File: src/rtl/matmul_pkg.sv
// Shared definitions for the systolic matmul slice: writeback FSM states,
// matrix-side derivation and element offset helper.
package matmul_pkg;

    typedef enum logic [1:0] {
        ST_IDLE  = 2'd0,
        ST_WRITE = 2'd1,
        ST_DONE  = 2'd2
    } wb_state_e;

    // Width of the n/m dimension and SP target fields.
    localparam int DIM_W = 2;

    function automatic int calc_max_dim(input int bus_w, input int data_w);
        return bus_w / data_w;
    endfunction

    // Row-major position of element (r,c) in a MAX_DIM x MAX_DIM matrix.
    function automatic int elem_offset(input int r, input int c, input int max_dim);
        return r * max_dim + c;
    endfunction

endpackage

File: src/rtl/matmul_wb_addr_gen.sv
// Row/col walker for the writeback stage: row-major over the active region,
// flags the last element and forms the SP word address.
module matmul_wb_addr_gen
    import matmul_pkg::*;
#(
    parameter int ADDR_WIDTH = 8,
    parameter int SP_BASE    = 0,
    parameter int MAX_DIM    = 2
) (
    input  logic                  clk_i,
    input  logic                  rst_ni,
    input  logic                  i_start,
    input  logic                  i_advance,
    input  logic [DIM_W-1:0]      i_n_dim,
    input  logic [DIM_W-1:0]      i_m_dim,
    input  logic [DIM_W-1:0]      i_target,
    output logic [DIM_W-1:0]      o_row,
    output logic [DIM_W-1:0]      o_col,
    output logic                  o_last,
    output logic [ADDR_WIDTH-1:0] o_addr
);

    logic [DIM_W-1:0] r_row;
    logic [DIM_W-1:0] r_col;
    logic             w_col_wrap;

    assign w_col_wrap = (r_col == i_m_dim);

    always_ff @(posedge clk_i or negedge rst_ni) begin
        if (!rst_ni) begin
            r_row <= '0;
            r_col <= '0;
        end else if (i_start) begin
            r_row <= '0;
            r_col <= '0;
        end else if (i_advance) begin
            if (w_col_wrap) begin
                r_col <= '0;
                r_row <= r_row + DIM_W'(1);
            end else begin
                r_col <= r_col + DIM_W'(1);
            end
        end
    end

    // Illegal dims still terminate: the counters are the same width as n/m,
    // so (n,m) is always reached.
    assign o_last = w_col_wrap && (r_row == i_n_dim);

    // Wrap-around into ADDR_WIDTH is intentional.
    assign o_addr = ADDR_WIDTH'(SP_BASE
                                + int'(i_target) * MAX_DIM * MAX_DIM
                                + elem_offset(int'(r_row), int'(r_col), MAX_DIM));

    assign o_row = r_row;
    assign o_col = r_col;

endmodule

File: src/rtl/matmul_result_writeback.sv
// Writeback stage: captures the C matrix on finish_mul_i, streams the active
// region into SP one word per accepted beat, then 4-phase handshakes back.
//
// state | meaning
// IDLE  | waiting for finish_mul_i; captures result, dims, target and flags
// WRITE | one SP write request per beat, held until mem_ready_i
// DONE  | finish_write_o high until finish_mul_i drops
module matmul_result_writeback
    import matmul_pkg::*;
#(
    parameter  int DATA_WIDTH = 8,
    parameter  int BUS_WIDTH  = 16,
    parameter  int ADDR_WIDTH = 8,
    parameter  int SP_BASE    = 0,
    localparam int MAX_DIM    = calc_max_dim(BUS_WIDTH, DATA_WIDTH)
) (
    input  logic                                clk_i,
    input  logic                                rst_ni,
    input  logic                                finish_mul_i,
    input  logic [MAX_DIM*MAX_DIM*BUS_WIDTH-1:0] c_matrix_i,
    input  logic [MAX_DIM*MAX_DIM-1:0]          flags_i,
    input  logic [DIM_W-1:0]                    n_dim_i,
    input  logic [DIM_W-1:0]                    m_dim_i,
    input  logic [DIM_W-1:0]                    sp_target_i,
    input  logic                                flags_clr_i,
    input  logic                                mem_ready_i,
    output logic                                mem_wr_en_o,
    output logic [ADDR_WIDTH-1:0]               mem_addr_o,
    output logic [BUS_WIDTH-1:0]                mem_wdata_o,
    output logic [MAX_DIM*MAX_DIM-1:0]          flags_o,
    output logic                                finish_write_o,
    output logic                                busy_o
);

    localparam int NUM_ELEM = MAX_DIM * MAX_DIM;

    wb_state_e                     r_state;
    wb_state_e                     w_state_nxt;
    logic [NUM_ELEM*BUS_WIDTH-1:0] r_c_matrix;
    logic [DIM_W-1:0]              r_n_dim;
    logic [DIM_W-1:0]              r_m_dim;
    logic [DIM_W-1:0]              r_target;
    logic [NUM_ELEM-1:0]           r_flags;
    logic [NUM_ELEM-1:0]           w_flag_mask;
    logic                          w_capture;
    logic                          w_accept;
    logic                          w_last;
    logic [DIM_W-1:0]              w_row;
    logic [DIM_W-1:0]              w_col;
    logic [ADDR_WIDTH-1:0]         w_addr;
    logic [BUS_WIDTH-1:0]          w_elem;
    int                            w_elem_idx;
    logic                          w_in_write;

    always_ff @(posedge clk_i or negedge rst_ni) begin
        if (!rst_ni) begin
            r_state <= ST_IDLE;
        end else begin
            r_state <= w_state_nxt;
        end
    end

    always_comb begin
        w_state_nxt    = r_state;
        w_capture      = 1'b0;
        w_accept       = 1'b0;
        mem_wr_en_o    = 1'b0;
        finish_write_o = 1'b0;
        busy_o         = 1'b1;
        case (r_state)
            ST_IDLE: begin
                busy_o = 1'b0;
                if (finish_mul_i) begin
                    w_capture   = 1'b1;
                    w_state_nxt = ST_WRITE;
                end
            end
            ST_WRITE: begin
                mem_wr_en_o = 1'b1;
                if (mem_ready_i) begin
                    w_accept = 1'b1;
                    if (w_last) begin
                        w_state_nxt = ST_DONE;
                    end
                end
            end
            ST_DONE: begin
                finish_write_o = 1'b1;
                // Wait for finish_mul_i to drop so the held level cannot retrigger.
                if (!finish_mul_i) begin
                    w_state_nxt = ST_IDLE;
                end
            end
            default: begin
                w_state_nxt = ST_IDLE;
            end
        endcase
    end

    always_ff @(posedge clk_i or negedge rst_ni) begin
        if (!rst_ni) begin
            r_c_matrix <= '0;
            r_n_dim    <= '0;
            r_m_dim    <= '0;
            r_target   <= '0;
        end else if (w_capture) begin
            r_c_matrix <= c_matrix_i;
            r_n_dim    <= n_dim_i;
            r_m_dim    <= m_dim_i;
            r_target   <= sp_target_i;
        end
    end

    // Flag bits are column-major: bit r + c*MAX_DIM belongs to element (r,c).
    always_comb begin
        w_flag_mask = '0;
        for (int r = 0; r < MAX_DIM; r++) begin
            for (int c = 0; c < MAX_DIM; c++) begin
                if (r <= int'(n_dim_i) && c <= int'(m_dim_i)) begin
                    w_flag_mask[r + c * MAX_DIM] = 1'b1;
                end
            end
        end
    end

    // Capture on the same edge as a clear wins: only the new bits survive.
    always_ff @(posedge clk_i or negedge rst_ni) begin
        if (!rst_ni) begin
            r_flags <= '0;
        end else if (w_capture) begin
            r_flags <= (flags_clr_i ? '0 : r_flags) | (flags_i & w_flag_mask);
        end else if (flags_clr_i) begin
            r_flags <= '0;
        end
    end

    matmul_wb_addr_gen #(
        .ADDR_WIDTH (ADDR_WIDTH),
        .SP_BASE    (SP_BASE),
        .MAX_DIM    (MAX_DIM)
    ) u_addr_gen (
        .clk_i      (clk_i),
        .rst_ni     (rst_ni),
        .i_start    (w_capture),
        .i_advance  (w_accept),
        .i_n_dim    (r_n_dim),
        .i_m_dim    (r_m_dim),
        .i_target   (r_target),
        .o_row      (w_row),
        .o_col      (w_col),
        .o_last     (w_last),
        .o_addr     (w_addr)
    );

    assign w_elem_idx = elem_offset(int'(w_row), int'(w_col), MAX_DIM);

    // Out-of-range indices (illegal dims) read as zero.
    always_comb begin
        w_elem = '0;
        for (int k = 0; k < NUM_ELEM; k++) begin
            if (k == w_elem_idx) begin
                w_elem = r_c_matrix[k * BUS_WIDTH +: BUS_WIDTH];
            end
        end
    end

    assign w_in_write  = (r_state == ST_WRITE);
    assign mem_addr_o  = w_in_write ? w_addr : '0;
    assign mem_wdata_o = w_in_write ? w_elem : '0;
    assign flags_o     = r_flags;

endmodule

File: config.mk
export PLATFORM = sky130hd
export DESIGN_NAME = matmul_result_writeback
export DESIGN_NICKNAME = d
export VERILOG_FILES = /design/src/rtl/matmul_pkg.sv /design/src/rtl/matmul_wb_addr_gen.sv /design/src/rtl/matmul_result_writeback.sv
export SDC_FILE = /design/constraint.sdc
export NUM_CORES = 1
export LEC_CHECK = 0
export CAP_MARGIN = 5
export CORE_ASPECT_RATIO = 0.5
export CORE_MARGIN = 2
export CORE_UTILIZATION = 51
export CTS_CLUSTER_SIZE = 12
export DETAILED_ROUTE_END_ITERATION = 16
export MAX_ROUTING_LAYER = met4
export PLACE_DENSITY = 0.91
export SYNTH_ARGS = -nofsm -noshare
export SYNTH_HDL_FRONTEND = slang
export SYNTH_SLANG_ARGS = --single-unit
File: constraint.sdc
create_clock -name clk_i -period 4.9 [get_ports clk_i]
set_clock_uncertainty 0.1 [all_clocks]
set_input_delay 0.735 -clock clk_i [delete_from_list [all_inputs] [get_ports clk_i]]
set_output_delay 0.735 -clock clk_i [all_outputs]
set_load 0.01 [all_outputs]
==> out/results.txt, run 1 <==
Hold crit path type: reg2reg
Design Area, Final: 5084 um^2
Placer congestion estimate: 0.8317
Achievable clock frequency: 267.2 MHz
Clock sinks: 80
Sequential area share after synthesis: 0.5316
Worst VDD drop: 0.0003224 V
Clock Power Share: 0.174
I/O Buffers: 106
Power per Cell Area: 643.9 nW/um^2
Wire per inst: 14.09 um
Most frequent cell after synthesis: nand2_1
Setup crit end kind: output pin
H-tree lvl count: 3
Synth top cells by count: 214 x nand2_1, 80 x dfrtp_1, 20 x nor2_1
Worst setup SP type: flip-flop
Kind of critical path: reg2out
Final min period: 3.743 ns
Synth unique cells: 38
Die Height: 64.77 um
Unrepaired setup endpoints after global routing: no
Vias in the first global route: 3,390
Cell Rows: 22
Final WS setup: 1.157 ns
Final ANT Viol Nets: 0
Switch share: 0.3775
Drt via density: 5.190
Placed cell areas: 4841 um^2
Origin of the critical flop-to-flop path: r_state[1]
Max-slew headroom: 0.3464
Worst EP required: 4.07 ns
Logic pwr share: 0.475
Final nets: 624
Synth-to-layout area growth: 34.98%
DRT Pass-1 Iters: 4
Tot Pwr: 3.273 mW
Multi-input logic area: 1585 um^2
CTS root buf: clkbuf_16
Static Leak: 2.483 nW
Post-synth ARST share: 1.000
Max Slew Vio Count: 0
R2R depth: 4
Crit-path cells: ha_1, nand3_1, nor2_1, nor3_1, clkdlybuf4s50_1
Status: finished clean
GRT Total Usage: 0.2500
CTS-repair resized insts: 0
Post-route DRC: 0
Max cap viols: 0
Final Core Density: 0.7022
Min-delay src: r_c_matrix[2]
Maximum root-to-sink buffer count: 2
Initial Util: 0.5202
Synth top area share: 0.5316
Clk slew on worst S/H paths: 0.05 ns
Flop-to-flop setup slack: 2.95 ns
Final Setup Violations: 0
Fillers: 532
R2R Path End: r_c_matrix[13]
Post-synthesis cell count: 444
Hold Violations, Final: 0
Core footprint: 7239 um^2
Yosys top cell by area: dfrtp_1
Top_reg_cell synth: dfrtp_1
Worst Path Max Fanout: 19
Post-synth EDFFs: 0
Number of antenna violations at the first check in global routing: 0
Total wire length: 8.987 mm
Die area: 8130 um^2
Antenna cell count: 0
Global-route wire length before repair: 15.48 mm
CTS tree: done
Via count: 3,311
# IOs: 110
Ranking of synthesized cells by area: dfrtp_1 53%, nand2_1 21%, mux2_2 4.8%, o22ai_1 3.2%, buf_2 2.3%
Share of cells above drive strength 1: 0.06827
Syn. warnings: 0
Net Sw Power: 1.236 mW
P_int: 2.037 mW
Hold depth: 2
Post CTS Setup Buffer Count: 0
FF+latch count, synth: 80
Critical Path Max Stage Delay: 0.66 ns
Crit path arrival time: 2.91 ns
Period utilization: 0.7639
# hold bufs at CTS: 0
Post-DP HPWL: 6.244 mm
Sequential Area: 2002 um^2
Die width: 125.5 um
GRT overflow: 0
Latest clock arrival within the worst-skew pair: 0.33 ns
Iter 0 DRT Violations: 253
Critical-path top delay cell: ha_1
Reg power frac: 0.351
Num CTS Buffers: 9
Post-synthesis cell area: 3766 um^2
Largest net degree at the start of global routing: 81
Fin Setup TNS: 0 ns
Synthesized area per cell: 8.482 um^2
DP Worst Slack: 1.547 ns
Least-Margin Pin Slew: 0.9805 ns
Worst hold endpoint: r_c_matrix[2]
[registers in the layout (all words and copies together), names as in the netlist]
| name | cells |
|---|---|
| r_m_dim | 2 |
| flags_o | 4 |
| r_c_matrix | 64 |
| u_addr_gen.o_col | 2 |
| r_state | 2 |
| r_target | 2 |
| r_n_dim | 2 |
| u_addr_gen.o_row | 2 |
[layout make-up]
class / instances / share of cell area
Timing Repair Buffer: 110 / 0.2141
Clock buffer: 11 / 0.04578
Inverter: 12 / 0.008860
Sequential cell: 80 / 0.3938
Tap cell: 96 / 0.02363
Clock inverter: 2 / 0.001969
Multi-Input combinational cell: 327 / 0.3118
[kinds of logic after synthesis]
family	after synthesis	synth area share
buffers and inverters	39	0.05083
AO/OA/AOI/OAI	30	0.05116
other	1	0.0009957
multiplexers	18	0.05316
adder cells (fa/ha/maj)	5	0.01861
XOR/XNOR	4	0.009301
flip-flops	80	0.5316
AND/OR/NAND/NOR	267	0.2844
[through the flow]
stage / hold WS, ns / cells
3_5_place_dp: 0.3578 / 625
2_1_floorplan: 0.3394 / 446
4_1_cts: 0.3751 / 638
6_report: 0.3731 / 638
5_1_grt: 0.3947 / 638
3_3_place_gp: 0.3543 / 625
[critical path, delay by kind of cell (launching register included)]
family                     cells  cell delay [ns]
adders and majority gates      1             0.66
buffers and inverters          1             0.51
DFF                            1             0.43
and+or+nand+nor                3             0.95
[cells in the final DEF (no fill, tap or decap), types with 2 or more instances in the layout]
master,instances
clkbuf_1,2
and2_1,2
o21ai_0,4
mux2_2,16
clkdlybuf4s50_1,105
nand2_1,214
buf_4,5
nand2b_1,3
dfrtp_1,80
clkbuf_16,9
ha_1,4
a31oi_1,2
nor3_1,16
xor2_1,4
nor2b_1,2
nor2_1,20
nand3_1,2
conb_1,3
o22ai_1,19
inv_1,11
mux2i_1,2
clkinv_2,2
[power groups by stage]
stage / Combinational, mW / Clock [mW] / Sequential, mW
final: 1.55 / 0.571 / 1.15
after global routing: 1.75 / 0.612 / 1.18
after CTS: 1.57 / 0.578 / 1.15
after detailed placement: 1.55 / 0 / 1.15
after global placement: 1.52 / 0 / 1.14
after floorplan: 0.986 / 0 / 1.10
[layer usage]
layer / up-vias / wire length, um / track usage
met5: - / 0 / -
li1: 1603 / - / -
met2: 100 / 4531 / 0.4372
met1: 1584 / 3782 / 0.2797
met3: 24 / 438 / 0.07514
met4: 0 / 235 / 0.08333
[worst max-delay path by stage]
| stage | from | end | slack, ns | cells after the start |
|---|---|---|---|---|
| global placement | u_addr_gen.o_col[1] | mem_wdata_o[9] | 1.63 | 5 |
| CTS | u_addr_gen.o_col[1] | mem_wdata_o[9] | 1.15 | 5 |
| floorplan | u_addr_gen.o_col[1] | mem_addr_o[3] | 2.37 | 7 |
| global route | u_addr_gen.o_row[0] | mem_wdata_o[9] | 0.90 | 5 |
| finish | u_addr_gen.o_row[0] | mem_wdata_o[10] | 1.16 | 5 |
| detailed placement | u_addr_gen.o_col[1] | mem_wdata_o[11] | 1.55 | 5 |
Power figures use the tool's default switching activity.
==> run 2, diff against run 1 <==
--- a/config.mk
+++ b/config.mk
@@ -8,11 +8,11 @@
 export CAP_MARGIN = 5
 export CORE_ASPECT_RATIO = 0.5
 export CORE_MARGIN = 2
-export CORE_UTILIZATION = 51
+export CORE_UTILIZATION = 48
 export CTS_CLUSTER_SIZE = 12
 export DETAILED_ROUTE_END_ITERATION = 16
 export MAX_ROUTING_LAYER = met4
-export PLACE_DENSITY = 0.91
+export PLACE_DENSITY = 0.87
 export SYNTH_ARGS = -nofsm -noshare
 export SYNTH_HDL_FRONTEND = slang
 export SYNTH_SLANG_ARGS = --single-unit
==> constraint.sdc (replaced) <==
create_clock -name clk_i -period 3.7 [get_ports clk_i]
set_clock_uncertainty 0.1 [all_clocks]
set_input_delay 0.555 -clock clk_i [delete_from_list [all_inputs] [get_ports clk_i]]
set_output_delay 0.555 -clock clk_i [all_outputs]
set_load 0.01 [all_outputs]
==> run 2 against run 1 <==
Compared with the run above: final cell count up 2.4%; wire length up 2.5%; sequential power up 32%; total power up 34%; count of clock-buffer cells in the layout up 5; clock power up 38%; critical path type unchanged.
==> out/results.txt, run 2 (same netlist as run 1, synthesis figures left out) <==
Status: finished clean
Commonest non-fill, non-tap cell in the layout: nand2_1
Die area: 8614 um^2 (+6.0%)
Final nets: 624 (unchanged)
Die Height: 66.64 um (+2.9%)
Placer congestion estimate: 0.8767 (+5.4%)
Share of cells above drive strength 1: 0.06606 (-0.002211)
Most frequent cells in the layout: 214 x nand2_1, 105 x clkdlybuf4s50_1, 80 x dfrtp_1
R2R depth: 4 (unchanged)
DRT Pass-1 Iters: 4 (unchanged)
R2R Path End: r_c_matrix[47]
GRT overflow: 0 (unchanged)
Family with the most delay on the worst path: buffers and inverters
Post-DP HPWL: 6.376 mm (+2.1%)
Hold Violations, Final: 0 (unchanged)
Final ANT Viol Nets: 0 (unchanged)
Wire per inst: 14.11 um (+0.15%)
Kind of critical path: reg2out
Origin of the critical flop-to-flop path: r_state[1]
Num CTS Buffers: 9 (unchanged)
Fillers: 583 (+9.6%)
Worst setup SP type: flip-flop
Switch share: 0.3763 (-0.001252)
Worst VDD drop: 0.0004127 V (+28%)
Max reg flops: 64 (unchanged)
Number of antenna violations at the first check in global routing: 0 (unchanged)
Achievable clock frequency: 295.2 MHz
I/O Buffers: 106 (unchanged)
CTS tree: done
Crit path arrival time: 2.73 ns (-0.18 ns)
Initial Util: 0.5049 (-0.01536)
Maximum root-to-sink buffer count: 2 (unchanged)
Via count: 3,261 (-1.5%)
Flop-to-flop setup slack: 1.95 ns (-1.00 ns)
# IOs: 110 (unchanged)
CTS root buf: clkbuf_16
Iter 0 DRT Violations: 214 (-15%)
Final min period: 3.387 ns
Crit-path cells: ha_1, buf_4, nand2b_1, o22ai_1, nor3_1, clkdlybuf4s50_1
Hold WS: 0.2828 ns (-0.09032 ns)
Unrepaired setup endpoints after global routing: no
Antenna cell count: 0 (unchanged)
Total wire length: 9.212 mm (+2.5%)
H-tree lvl count: 3 (unchanged)
Vias in the first global route: 3,325 (-1.9%)
Max-slew headroom: 0.3414 (-0.004945)
Worst Path Buf+Inv: 2 (+1)
Global-route wire length before repair: 15.45 mm (-0.17%)
Fin Setup TNS: 0 ns (unchanged)
# hold bufs at CTS: 0 (unchanged)
Static Leak: 2.490 nW (+0.29%)
Largest net degree at the start of global routing: 81 (unchanged)
Placed cell areas: 4868 um^2 (+0.57%)
Die width: 129.3 um (+3.0%)
Synth-to-layout area growth: 36.21%
Least-Margin Pin Slew: 0.9879 ns (+0.007418 ns)
Final Core Density: 0.6877 (-0.01452)
Critical-path top delay cell: clkdlybuf4s50_1
Net Sw Power: 1.656 mW (+34%)
Worst EP required: 3.04 ns (-1.03 ns)
Drt via density: 4.994 (-3.8%)
P_int: 2.745 mW (+35%)
Clk slew on worst S/H paths: 0.05 ns (about the same)
Power per Cell Area: 858.0 nW/um^2 (+33%)
Reg power frac: 0.345 (-0.006)
Post-route DRC: 0 (unchanged)
CTS-repair resized insts: 0 (unchanged)
Post CTS Setup Buffer Count: 0 (unchanged)
DR WL met3: 346 um (-21%)
Final Setup Violations: 0 (unchanged)
Largest reg by FF count: r_c_matrix
Hold crit path type: in2async
Core footprint: 7460 um^2 (+3.0%)
Worst Setup SP: u_addr_gen.o_col[1]
Highest Signal Layer: met4
Max Slew Vio Count: 0 (unchanged)
Wire length on met1: 3.783 mm (about the same)
Critical Path Max Stage Delay: 0.60 ns (-0.06 ns)
Latest clock arrival within the worst-skew pair: 0.33 ns (about the same)
Logic pwr share: 0.475 (about the same)
Setup crit end kind: output pin
GRT Total Usage: 0.2448 (-0.005155)
Max cap viols: 0 (unchanged)
Cell Rows: 22 (unchanged)
Period utilization: 0.9155
Design Area, Final: 5130 um^2 (+0.91%)
Met2 routed WL: 4.904 mm (+8.2%)
Clock sinks: 80 (unchanged)
Worst Path Max Fanout: 18 (-1)
Clock Power Share: 0.180 (+0.006)
## run 2: cell count changes in the layout (fill, tap and decap cells not counted), sizes merged
cell / delta
clkbuf: +5
clkinv: -2
## run 2: layer usage
metal | vias up | global-route usage
li1 | 1600 | -
met1 | 1572 | 0.2646
met2 | 70 | 0.4474
met3 | 19 | 0.06827
met4 | 0 | 0.07337
met5 | - | -
## run 2: final cells by class
class                   instances  area [um^2]  area share
repair buffers                110         1101      0.2146
multi-input cells             327         1585      0.3090
clock buffers                  16        261.5     0.05098
inverters                      12        45.04    0.008780
flip-flops and latches         80         2002      0.3902
well taps                     108        135.1     0.02634
## run 2: how the worst max path moves through the flow
stage,end,slack (ns),depth (start not counted)
after floorplan,mem_addr_o[3],1.35,7
after global placement,mem_wdata_o[11],0.79,6
after detailed placement,mem_wdata_o[12],0.71,6
after CTS,mem_wdata_o[14],0.34,6
after global routing,mem_wdata_o[8],0.17,6
final,mem_wdata_o[12],0.31,6
## run 2: metrics by stage
step,cells,power [mW],worst slack (ns)
2_1_floorplan,446,2.762,1.355
5_1_grt,653,4.755,0.1671
3_3_place_gp,637,3.544,0.7871
4_1_cts,653,4.438,0.3366
6_report,653,4.402,0.3126
3_5_place_dp,637,3.620,0.7101
## run 2: power groups by stage
stage	combinational, mW	clock, mW	sequential [mW]
2_1_floorplan	1.31	0	1.46
3_3_place_gp	2.04	0	1.51
3_5_place_dp	2.09	0	1.53
4_1_cts	2.11	0.806	1.52
5_1_grt	2.33	0.852	1.57
6_report	2.09	0.790	1.52
